[config.mk]
export PLATFORM = sky130hd
export DESIGN_NAME = prbs_tap_mux
export DESIGN_NICKNAME = d
export VERILOG_FILES = /design/src/rtl/prbs_pkg.sv /design/src/rtl/prbs_tap_mux.sv
export SDC_FILE = /design/constraint.sdc
export NUM_CORES = 1
export LEC_CHECK = 0
export ABC_AREA = 1
export BUFFER_PORTS_ARGS = -buffer_cell sky130_fd_sc_hd__clkbuf_2
export CELL_PAD_IN_SITES_DETAIL_PLACEMENT = 1
export CELL_PAD_IN_SITES_GLOBAL_PLACEMENT = 1
export CORE_MARGIN = 2
export CORE_UTILIZATION = 27
export DETAILED_ROUTE_END_ITERATION = 12
export MAX_ROUTING_LAYER = met4
export PLACE_DENSITY = 0.94
export SETUP_SLACK_MARGIN = 0.3
export SYNTH_ARGS = -nofsm -noshare
export SYNTH_HDL_FRONTEND = slang
export SYNTH_SLANG_ARGS = --single-unit
[constraint.sdc]
create_clock -name vclk -period 4.99
set_input_delay 0.7485 -clock vclk [all_inputs]
set_output_delay 0.7485 -clock vclk [all_outputs]
set_load 0.01 [all_outputs]
[src/rtl/prbs_pkg.sv]
// Shared PRBS definitions: Longitud encodings, tap tables and the checker state encoding.
// Used by both the PRBS generator and prbs_checker.
package prbs_pkg;

    // Longitud encodings, identical at both ends of the link
    localparam logic [1:0] LONG_30 = 2'b00;
    localparam logic [1:0] LONG_25 = 2'b01;
    localparam logic [1:0] LONG_20 = 2'b10;
    localparam logic [1:0] LONG_6  = 2'b11;

    // Tap pair (A,B) for each Longitud; the sequence is x[n] = x[n-A] ^ x[n-B]
    localparam int unsigned TAP_A [4] = '{30, 25, 20, 6};
    localparam int unsigned TAP_B [4] = '{20, 15, 10, 4};

    typedef enum logic [1:0] {
        BUSCAR = 2'd0,
        SEGUIR = 2'd1,
        BLOQ   = 2'd2
    } prbs_state_e;

endpackage

[src/rtl/prbs_tap_mux.sv]
// Combinational tap select: from Longitud and the 30-bit history (r[0] newest), produces the
// predicted next bit, the register length A and a mask covering r[A-1:0].
module prbs_tap_mux
    import prbs_pkg::*;
(
    input  logic [1:0]  longitud_i,
    input  logic [29:0] r_i,
    output logic        p_o,
    output logic [4:0]  len_o,
    output logic [29:0] mask_o
);

    logic [4:0] tap_a;
    logic [4:0] tap_b;

    // Decode the tap pair for the selected polynomial
    always_comb begin
        tap_a = 5'(TAP_A[0]);
        tap_b = 5'(TAP_B[0]);
        unique case (longitud_i)
            LONG_30: begin tap_a = 5'(TAP_A[0]); tap_b = 5'(TAP_B[0]); end
            LONG_25: begin tap_a = 5'(TAP_A[1]); tap_b = 5'(TAP_B[1]); end
            LONG_20: begin tap_a = 5'(TAP_A[2]); tap_b = 5'(TAP_B[2]); end
            LONG_6:  begin tap_a = 5'(TAP_A[3]); tap_b = 5'(TAP_B[3]); end
        endcase
    end

    assign p_o   = r_i[tap_a - 5'd1] ^ r_i[tap_b - 5'd1];
    assign len_o = tap_a;
    // For A = 30 the shift wraps to zero and the subtraction yields all ones
    assign mask_o = (30'd1 << tap_a) - 30'd1;

endmodule

==> flow_summary_export.csv, run 1 <==
group,metric,value,unit
run_status,status,"complete, no violations",
floorplanning,fp.dieArea,3680,um2
global_routing,grt_usage,0.166,
route,routed_via_density,4.41,
floorplanning,core,3050,um2
sta,rsz0062_at_grt,"no",
route,firstDrtPassIters,4,
floorplanning,initial_core_util,0.284,
floorplanning,core.rowCount,20,
synth,netlist_area,866,um2
power,power_frac_comb,1.000,
finish,syn_to_final_growth,23.3,%
sta,setup_tns,0,ns
global_routing,gr-total-overflow,0,
finish,nClkBuffers,0,
finish,final_util,0.350,
sta,hold_viol_final,0,
synth,syn_inst,169,
global_routing,grt_max_degree,22,
power,peakVddDrop,0.0000354,V
synth,yosysMostFrequentCell,"nand2_1",
finish,layout.nets,254,
global_routing,grt_pass1_wl,4720,um
synth,synth_seq_area_share,0,
placement,hpwl,2430,um
min_path,hp-class,"primary input to primary output",
critical_path,crit_arrival,2.84,ns
critical_path,crit_required,4.24,ns
synth,synth_top_area_share,0.282,
sta,setup_viol,0,
placement,place_congestion,0.842,
power,powerDensity,99.9,nW/um2
route,wl,2860,um
route,route.vias.total,1120,
critical_path,critPathKind,"primary input to primary output",
synth,synth_top_family_by_area,"simple AND/OR/NAND/NOR gates",
sta,min_period_over_period,0.718,
power,p_leak,0.708,nW
synth,ys_warn_count,0,
floorplanning,io_pins,68,
synth,ys_types,17,
sta,final.setup.worst_slack,1.41,ns
power,p_int,0.0000416,W
clocking,postCtsSetupRepairBufs,0,
synth,syn_area_per_cell,5.12,um2
critical_path,cp-end-kind,"primary output",
synth,yosys.area_share.simple,0.474,
critical_path,critPathMaxFanout,21,
flow_run,cap_violations,0,
synth,synth_top_area_cell,"nand2_1",
finish,drive_above_1_share,0.314,
finish,diodes,0,
power,swShare,0.610,
placement,io_buffers,64,
sta,slew_headroom,0.505,
finish,seqCellArea,0,um2
power,p_sw,0.0000650,W
placement,place_ws,1.39,ns
power,p_seq_frac,0,
global_routing,antenna_found_initial,0,
synth,synth_compound_area_frac,0.0491,
floorplanning,die_w,60.6,um
global_routing,grt_pass1_vias,1080,
power,power,0.000107,W
synth,synthMuxAreaShare,0,
power,clockPowerShare,0,
sta,final_max_slew_viol_count,0,
finish,multiInputGateArea,602,um2
clocking,postCtsHoldBufs,0,
route,drt_iter0_markers,77,
route,ant_nets,0,
sta,fmax,0.279,GHz
synth,synth_xor_area_frac,0.0101,
clocking,cts_resized,0,
sta,worst_slew_pin_slew,0.743,ns
synth,yosys-top-cells-count,"nand2_1 (65), nand3_1 (28), inv_1 (22)",
route,post_drt_wl_per_cell,11.2,um
finish,fillers,473,
synth,synth_fa_ha_area_frac,0.145,
critical_path,startpoint_type,"primary input",
finish,seq_cells,0,
route,drc_errors,0,
synth,yosys-top-cells-area,"nand2_1 (28%), buf_4 (17%), nand3_1 (16%)",
sta,min_period,3.58,ns
floorplanning,die_h,60.6,um
[metal layers]
layer / part of all wire / track usage
met5: 0 / -
met4: 0 / 0
met3: 0.060 / 0.0107
met2: 0.51 / 0.312
met1: 0.43 / 0.205
[layout by cell type, fill, tap and decap left out, types with 2 or more instances in the layout]
master    netlist  final
ha_1           10     10
nor2_1          4      4
inv_2           2      2
nand3_1        28     28
a21oi_1         6      6
inv_1          22     22
nand2_1        65     65
conb_1          1      4
clkbuf_2        0     64
[worst max-delay path, stage by stage]
cell and delay (ns):
clkbuf_2 0.12, inv_1 0.14, ha_1 0.66, inv_2 0.31, nand2_1 0.15, nand3_1 0.08, nand2_1 0.09, nand2_1 0.05
nand3_1 0.08, nand3_1 0.10, nand2_1 0.08, nand2_1 0.04, nand2_1 0.05, clkbuf_2 0.12
[power groups by stage]
| stage | logic, W | registers (W) | clock network, W |
|---|---|---|---|
| 2_1_floorplan | 0.0000769 | 0 | 0 |
| 3_3_place_gp | 0.000104 | 0 | 0 |
| 3_5_place_dp | 0.000108 | 0 | 0 |
| 4_1_cts | 0.000108 | 0 | 0 |
| 5_1_grt | 0.000122 | 0 | 0 |
| 6_report | 0.000107 | 0 | 0 |
[cell families (layout without fill, tap and decap cells)]
kind of cell / count (synthesis) / after routing
buf+inv: 50 / 88
fa+ha+maj: 10 / 10
simple gates: 99 / 99
xor+xnor: 1 / 1
compound gates: 8 / 8
other cells: 1 / 4
[final cells by class]
class | instances | area share
Tap cell | 44 | 0.0516
Multi-Input combinational cell | 122 | 0.564
Timing Repair Buffer | 64 | 0.300
Inverter | 24 | 0.0844
[path summary, 6_finish.rpt]
kind,end,cells after the start,start,slack (ns)
setup / recovery,p_o,14,longitud_i[1],1.41
hold / removal,len_o[0],3,longitud_i[0],1.91
[through the flow]
step,cells,hold WS (ns),area (um2)
floorplan,172,1.67,877
global placement,254,1.93,1070
detailed placement,254,1.92,1070
CTS,254,1.92,1070
global route,254,1.95,1070
finish,254,1.91,1070
(Power assumes the default switching activity.)
==> run 2, diff against run 1 <==
Settings changed: CORE_UTILIZATION 27 to 25, PLACE_DENSITY 0.94 to 0.88.
Clock period 4.99 ns to 3.3 ns, I/O delays scaled along.
==> flow_summary_export.csv, run 2 (synthesis results as in run 1) <==
group,metric,value,unit
run_status,status,"complete, no violations",
floorplanning,core,3340,um2
global_routing,gr-total-overflow,0,
power,swShare,0.599,
placement,place_congestion,0.898,
floorplanning,io_pins,68,
sta,hold_viol_final,0,
power,p_leak,0.710,nW
route,wl,2740,um
finish,seqCellArea,0,um2
finish,finalInstanceArea,1080,um2
finish,syn_to_final_growth,25.0,%
clocking,postCtsSetupRepairBufs,0,
power,peakVddDrop,0.0000512,V
route,post_drt_wl_per_cell,10.7,um
placement,placed_area,1080,um2
critical_path,crit_required,2.80,ns
finish,layout.nets,255,
sta,setup_viol,0,
critical_path,critPathMaxFanout,9,
global_routing,grt_usage,0.147,
power,clockPowerShare,0,
critical_path,cp-end-kind,"primary output",
global_routing,grt_pass1_vias,1125,
route,route.vias.total,1108,
sta,fmax,0.371,GHz
power,p_sw,0.0000957,W
power,p_seq_frac,0,
flow_run,cap_violations,0,
finish,final_cell_mix,"nand2_1 (65), clkbuf_2 (64), nand3_1 (28)",
finish,final_util,0.324,
placement,io_buffers,64,
route,drc_errors,0,
critical_path,crit_arrival,2.20,ns
floorplanning,die_w,62.9,um
power,power_frac_comb,1.000,
floorplanning,fp.dieArea,3950,um2
global_routing,grt_max_degree,20,
power,p_int,0.0000641,W
min_path,hp-class,"primary input to primary output",
route,ant_nets,0,
global_routing,antenna_found_initial,0,
floorplanning,core.rowCount,21,
power,powerDensity,148,nW/um2
finish,drive_above_1_share,0.327,
critical_path,startpoint_type,"primary input",
finish,final_common_cell,"nand2_1",
finish,seq_cells,0,
sta,rsz0062_at_grt,"no",
floorplanning,initial_core_util,0.259,
clocking,postCtsHoldBufs,0,
floorplanning,die_h,62.9,um
route,routed_via_density,4.31,
finish,diodes,0,
global_routing,grt_pass1_wl,4820,um
sta,final_max_slew_viol_count,0,
placement,hpwl,2400,um
sta,min_period_over_period,0.817,
sta,setup_tns,0,ns
sta,min_period,2.70,ns
critical_path,critPathKind,"primary input to primary output",
route,drt_iter0_markers,45,
route,firstDrtPassIters,4,
finish,nClkBuffers,0,
## run 2: final cells by class
cell class,instances,area (um2)
well taps,46,57.6
multi-input cells,122,607
repair buffers,65,328
fillers,500,2250
inverters,24,90.1
## run 2: final timing paths
kind                      start       end  slack, ns  depth (start not counted)
setup / recovery  longitud_i[0]       p_o       0.60                         13
hold / removal    longitud_i[0]  len_o[0]       1.45                          3
## run 2: power by group through the flow
stage               sequential, W  combinational [W]  clock, W
CTS                             0           0.000163         0
finish                          0           0.000160         0
global placement                0           0.000160         0
detailed placement              0           0.000162         0
floorplan                       0           0.000116         0
global route                    0           0.000184         0
## run 2: critical path, stage by stage
cell and delay, ns:
clkbuf_2 0.13, inv_1 0.15, ha_2 0.30, inv_1 0.14, ha_1 0.21, nor2_1 0.20, inv_1 0.11, nand3_1 0.09
nand3_1 0.09, nand2_1 0.07, nand2_1 0.04, nand2_1 0.05, clkbuf_2 0.12
## run 2: metrics by stage
stage	hold slack (ns)	worst slack [ns]	cells	total power (W)
after floorplan	1.16	1.00	172	0.000116
after global placement	1.43	0.481	257	0.000160
after detailed placement	1.45	0.467	257	0.000162
after CTS	1.45	0.458	257	0.000163
after global routing	1.49	0.348	257	0.000184
final	1.45	0.605	257	0.000160
## run 2: timing repair
action / CTS / global route
resized for setup: 0 / 2
hold endpoints to repair: 0 / 0
endpoints found under the setup margin: 0 / 1
## run 2: per-layer routing
| layer | vias to the layer above | track usage | share of wire |
|---|---|---|---|
| met3 | 0 | 0.0126 | 0.067 |
| met5 | - | - | 0 |
| met4 | 0 | 0 | 0 |
| met2 | 42 | 0.282 | 0.51 |
| met1 | 488 | 0.176 | 0.42 |
| li1 | 578 | - | - |
